==> src/rtl/pipe_stall_ctrl.sv <==
// pipe_stall_ctrl: central stall/flush/redirect controller for the 5-stage core.
// Merges per-stage stall requests into a contiguous stall vector, issues the
// exception flush, and holds back the PC redirect until any in-flight
// instruction fetch has drained, so a stale fetch never lands in IF/ID.
module pipe_stall_ctrl #(
  parameter int ADDR_W = 32,
  parameter int CNT_W  = 32
) (
  input  logic              clk,
  input  logic              rst,
  input  logic              stallreq_if,
  input  logic              stallreq_id,
  input  logic              stallreq_ex,
  input  logic              stallreq_mem,
  input  logic              excp_valid,
  input  logic [ADDR_W-1:0] excp_target,
  input  logic              ibus_busy,
  output logic [5:0]        stall,
  output logic              flush,
  output logic [ADDR_W-1:0] new_pc,
  output logic              new_pc_valid,
  output logic              drop_fetch,
  output logic [CNT_W-1:0]  stall_cycles
);

  typedef enum logic [1:0] {
    RUN      = 2'd0,
    DRAIN    = 2'd1,
    REDIRECT = 2'd2
  } state_t;

  state_t              state_reg, state_next;
  logic [ADDR_W-1:0]   target_reg, target_next;
  logic [CNT_W-1:0]    stall_cycles_reg;

  // Output decode and next-state logic; everything is forced quiet during reset.
  always_comb begin
    stall        = 6'b000000;
    flush        = 1'b0;
    new_pc       = '0;
    new_pc_valid = 1'b0;
    drop_fetch   = 1'b0;
    state_next   = state_reg;
    target_next  = target_reg;
    if (!rst) begin
      unique case (state_reg)
        RUN, REDIRECT: begin
          if (excp_valid) begin
            // A newly committed exception overrides stall requests and any
            // pending redirect; the newest target always wins.
            flush       = 1'b1;
            target_next = excp_target;
            if (!ibus_busy) begin
              new_pc       = excp_target;
              new_pc_valid = 1'b1;
              state_next   = RUN;
            end else begin
              state_next = DRAIN;
            end
          end else if (state_reg == REDIRECT) begin
            new_pc       = target_reg;
            new_pc_valid = 1'b1;
            state_next   = RUN;
          end else begin
            // Highest requesting stage freezes itself and everything behind it.
            if (stallreq_mem)     stall = 6'b011111;
            else if (stallreq_ex) stall = 6'b001111;
            else if (stallreq_id) stall = 6'b000111;
            else if (stallreq_if) stall = 6'b000011;
          end
        end
        DRAIN: begin
          // Hold PC/IF while the outstanding fetch returns; its data is junk.
          stall      = 6'b000011;
          drop_fetch = 1'b1;
          if (excp_valid) begin
            flush       = 1'b1;
            target_next = excp_target;
          end
          state_next = ibus_busy ? DRAIN : REDIRECT;
        end
        default: state_next = RUN;
      endcase
    end
  end

  // State, latched redirect target and stall-cycle performance counter.
  always_ff @(posedge clk) begin
    if (rst) begin
      state_reg        <= RUN;
      target_reg       <= '0;
      stall_cycles_reg <= '0;
    end else begin
      state_reg  <= state_next;
      target_reg <= target_next;
      if (stall != 6'b000000)
        stall_cycles_reg <= stall_cycles_reg + 1'b1;
    end
  end

  assign stall_cycles = stall_cycles_reg;

endmodule

==> config.mk <==
export PLATFORM = sky130hd
export DESIGN_NAME = pipe_stall_ctrl
export DESIGN_NICKNAME = d
export VERILOG_FILES = /design/src/rtl/pipe_stall_ctrl.sv
export SDC_FILE = /design/constraint.sdc
export NUM_CORES = 1
export LEC_CHECK = 0
export BUFFER_PORTS_ARGS = -buffer_cell sky130_fd_sc_hd__buf_2
export CAP_MARGIN = 20
export CORE_UTILIZATION = 31
export DETAILED_ROUTE_END_ITERATION = 10
export MAX_ROUTING_LAYER = met4
export PLACE_DENSITY = 0.57
export SLEW_MARGIN = 20
export SYNTH_ARGS = -nofsm -noshare
export SYNTH_HDL_FRONTEND = slang
export SYNTH_SLANG_ARGS = --single-unit
==> constraint.sdc <==
create_clock -name clk -period 2.6 [get_ports clk]
set_input_delay 0.26 -clock clk [delete_from_list [all_inputs] [get_ports clk]]
set_output_delay 0.26 -clock clk [all_outputs]
set_load 0.02 [all_outputs]
==> out/results.txt <==
Derived from the worst setup path, the maximum achievable clock frequency is 465 MHz. Adding up every negative setup slack in the final design gives 0 ps. The placed instances occupy a cell area of 3980 µm². The tools report the kind of start point of the critical path as a flop.

The worst register-to-register path has a setup slack of 630 ps. STA puts the critical path data required time at 2340 ps. Setup repair after global routing left no endpoint under its margin. The tools report the core occupancy in the finished layout as 40.1%. The max-slew violation count came out at 0. The area growth from synthesis to layout is 24.6%. Ranked by total cell area, the synthesized netlist is headed by sky130_fd_sc_hd__dfxtp_1, sky130_fd_sc_hd__nand2_1, sky130_fd_sc_hd__a21oi_1. The HPWL after detailed placement is 6550 µm.

The die covers 11200 µm². The run gives 40 as the number of distinct library cells after synthesis. For the number of antenna violations at the first check in global routing, the log shows 0. Entering global routing, the biggest net connects 53 pins. The signal on the critical path passes through or3b_1 -> o41a_1 -> buf_4 -> inv_1 -> buf_2. Input and output buffers added on the ports amount to 111. From bottom edge to top edge, the die measures 106 µm. The combined area of all synthesized cells was 3330 µm². The flow ran to the end, and the final reports show no timing, DRC or antenna violations. The total of endpoints with negative setup slack in the final report was 0; the leakage power was 1.72 nW. Root buffer selected by CTS: sky130_fd_sc_hd__clkbuf_8. The routed design has 9530 µm of wire.

Total global routing track utilization: 17.3%. The worst setup path is of the reg2out kind. The logs give 0 for the number of gates resized after cts and 3570 for the routed via count. CTS saw 66 sinks.

The proportion of layout cells with a drive suffix above 1 is 26.7%, and the post-layout net count is 576. VDD sags by at most 0.000196 V. Class of the tightest hold or removal check: in2reg.

The clock passes through at most 2 buffers. Across all hold checks on the routed design, the worst slack comes to 119 ps. After detailed placement, the design holds a cell count of 660.

In this run the remaining antenna-violating nets after routing total 0. Data arrives at the worst endpoint at 1890 ps. The kind of cell with the highest combined delay on the critical path was buffers and inverters. The worst path in the final design needs a cycle of 2150 ps, including I/O delays and setup. Setup slack closes at 448 ps.

The violation count after the first detailed-route iteration was 217. For the number of buffers inserted during clock tree synthesis, the log shows 9. The number of hold buffers added after CTS was 0.

The worst-path maximum fanout was 29. The gate count after technology mapping came out at 441. Dividing the detail-routed wire length by the instance count gives 14.1 µm. A synthesized cell averages 7.56 µm². In this run the count of I/O pins placed on the die edge is 113. Summing all non-filler instances in the final layout gives an area of 4150 µm². For this run, the number of Yosys warnings is 0. The run gives 0 as the residual overflow from global routing. Number of global-route vias before repair: 3171. In this run the power density over the cells is 498 nW/µm². In this run the core area contains 37 standard-cell rows. The share of the Yosys chip area taken by registers is 39.6%.

The area share of the largest cell type after synthesis came out at 39.6%. After layout, the worst path uses 82.8% of the clock period. The core footprint was 10400 µm²; the buffers inserted during post-CTS setup optimization was 0. Headroom to the max-slew limit came out at 57.7%. The total iterations of the first detailed-routing run was 5; the count of placed standard cells in the final layout, fillers left out was 676.

For this configuration, the core starts out at a cell density of 32.1%. Number of hold violations in the final report: 0. Prior to clock tree synthesis, the placed netlist has a worst setup slack of 619 ps. Overall power consumption after layout is estimated at 2.07 mW.

The detailed-route vias per instance is 5.28. The buffer and inverter count on the worst path is 3. STA classifies the critical path endpoint as an output pin. Clock-pin slew was measured on the worst setup and hold paths at 70 ps. The number of maximum-capacitance constraint violations was 0.

The biggest area contributor in the post-synthesis netlist is sky130_fd_sc_hd__dfxtp_1. On the critical path, the stage with the largest delay is an instance of sky130_fd_sc_hd__dfxtp_1. The largest single stage delay on the critical path is 430 ps. At the end of routability-driven placement, the weighted congestion stood at 0.804. The global-route wire length before repair is 15100 µm, and the transition at the pin with the smallest max-transition slack is 634 ps. The run gives 3 as the deepest level of the CTS H-tree.

Clock skew on the completed layout was measured at 10.0 ps. Latest clock arrival within the worst-skew pair: 330 ps. The number of flip-flops and latches in the synthesized netlist was 66. The die is 106 µm wide.

TritonCTS built the clock tree. After detailed routing, the number of remaining DRC violations is 0. The tools report the net count after synthesis as 482.
==> cells in the mapped netlist <==
master	instances
sky130_fd_sc_hd__or4_4	1
sky130_fd_sc_hd__and4_2	1
sky130_fd_sc_hd__nor3b_1	1
sky130_fd_sc_hd__nand4bb_1	1
sky130_fd_sc_hd__buf_4	2
sky130_fd_sc_hd__buf_1	6
sky130_fd_sc_hd__nand4_1	7
sky130_fd_sc_hd__conb_1	1
sky130_fd_sc_hd__o311ai_0	3
sky130_fd_sc_hd__a211o_1	1
sky130_fd_sc_hd__mux2_2	5
sky130_fd_sc_hd__mux2i_1	3
sky130_fd_sc_hd__nor2b_1	7
sky130_fd_sc_hd__o21a_1	1
sky130_fd_sc_hd__and4_1	4
sky130_fd_sc_hd__buf_6	1
sky130_fd_sc_hd__and3_1	3
sky130_fd_sc_hd__nand2_1	83
sky130_fd_sc_hd__or3_1	7
sky130_fd_sc_hd__a22oi_1	32
sky130_fd_sc_hd__a21oi_1	52
sky130_fd_sc_hd__inv_1	8
sky130_fd_sc_hd__or4_1	16
sky130_fd_sc_hd__nand3_1	12
sky130_fd_sc_hd__o21ai_0	5
sky130_fd_sc_hd__ha_1	1
sky130_fd_sc_hd__o31a_1	1
sky130_fd_sc_hd__and2_1	2
sky130_fd_sc_hd__xnor2_1	1
sky130_fd_sc_hd__buf_2	1
sky130_fd_sc_hd__nor3_1	3
sky130_fd_sc_hd__dfxtp_1	66
sky130_fd_sc_hd__or3b_1	1
sky130_fd_sc_hd__o41ai_1	3
sky130_fd_sc_hd__nand4_2	1
sky130_fd_sc_hd__nor2_1	48
sky130_fd_sc_hd__nor4_1	8
sky130_fd_sc_hd__clkbuf_1	27
sky130_fd_sc_hd__o41a_1	1
sky130_fd_sc_hd__o31ai_1	14
==> report_power, final <==
group          leakage [nW]  internal [mW]  switching [mW]
clock network        0.0855          0.393           0.375
logic                  1.09         0.0823           0.157
registers             0.538           1.04          0.0196
==> per-layer routing <==
| layer | up-vias | global-route usage, % | wire length (µm) |
|---|---|---|---|
| met5 | - | - | 0 |
| met4 | 0 | 5.75 | 155 |
| met3 | 12 | 3.71 | 469 |
| met2 | 99 | 27.3 | 4450 |
| met1 | 1680 | 21.8 | 4450 |
| li1 | 1779 | - | - |
==> cells by family after synthesis <==
kind of cell    Yosys count  synth area share, %
xor+xnor                  1                0.263
fa+ha+maj                 1                0.375
buf+inv                  45                 5.56
compound gates          113                 21.6
flops                    66                 39.6
mux                       8                 2.59
other cells               1                0.113
simple gates            206                 29.9
==> path summary, 6_finish.rpt <==
check / from / to / cells after the start
worst max-delay path: state_reg[0] / stall[1] / 5
worst min-delay path: ibus_busy / state_reg[1] / 2
worst max register to register: stall_cycles[6] / stall_cycles[31] / 4
worst min register to register: target_reg[5] / target_reg[5] / 2
==> final cells by class <==
cell class	count	area (µm²)
tap	136	170
timing repair buffer	120	623
clock inverter	2	12.5
clock buffer	13	159
sequential	66	1320
inverter	8	30.0
multi-input combinational	330	1840
antenna	1	2.50
fill	1114	6220
==> worst register-to-register path, stage by stage, from the launching register on <==
cell	delay, ps
sky130_fd_sc_hd__dfxtp_1	450
sky130_fd_sc_hd__nand4_2	170
sky130_fd_sc_hd__or3_1	460
sky130_fd_sc_hd__nor4_1	400
sky130_fd_sc_hd__mux2_2	380
==> layout by cell type, fill, tap and decap left out, types with 2 or more instances in the layout <==
| master | count |
|---|---|
| sky130_fd_sc_hd__a21oi_1 | 52 |
| sky130_fd_sc_hd__a22oi_1 | 32 |
| sky130_fd_sc_hd__and3_1 | 3 |
| sky130_fd_sc_hd__and4_1 | 4 |
| sky130_fd_sc_hd__buf_2 | 111 |
| sky130_fd_sc_hd__buf_4 | 9 |
| sky130_fd_sc_hd__clkbuf_1 | 2 |
| sky130_fd_sc_hd__clkbuf_8 | 11 |
| sky130_fd_sc_hd__dfxtp_1 | 66 |
| sky130_fd_sc_hd__inv_1 | 8 |
| sky130_fd_sc_hd__mux2_2 | 5 |
| sky130_fd_sc_hd__mux2i_1 | 3 |
| sky130_fd_sc_hd__nand2_1 | 83 |
| sky130_fd_sc_hd__nand3_1 | 12 |
| sky130_fd_sc_hd__nand4_1 | 7 |
| sky130_fd_sc_hd__nor2_1 | 48 |
| sky130_fd_sc_hd__nor2b_1 | 6 |
| sky130_fd_sc_hd__nor3_1 | 2 |
| sky130_fd_sc_hd__nor4_1 | 8 |
| sky130_fd_sc_hd__o21ai_0 | 5 |
| sky130_fd_sc_hd__o311ai_0 | 3 |
| sky130_fd_sc_hd__o31ai_1 | 14 |
| sky130_fd_sc_hd__o41ai_1 | 3 |
| sky130_fd_sc_hd__or3_1 | 7 |
| sky130_fd_sc_hd__or4_1 | 16 |
Power figures use the tool's default switching activity.
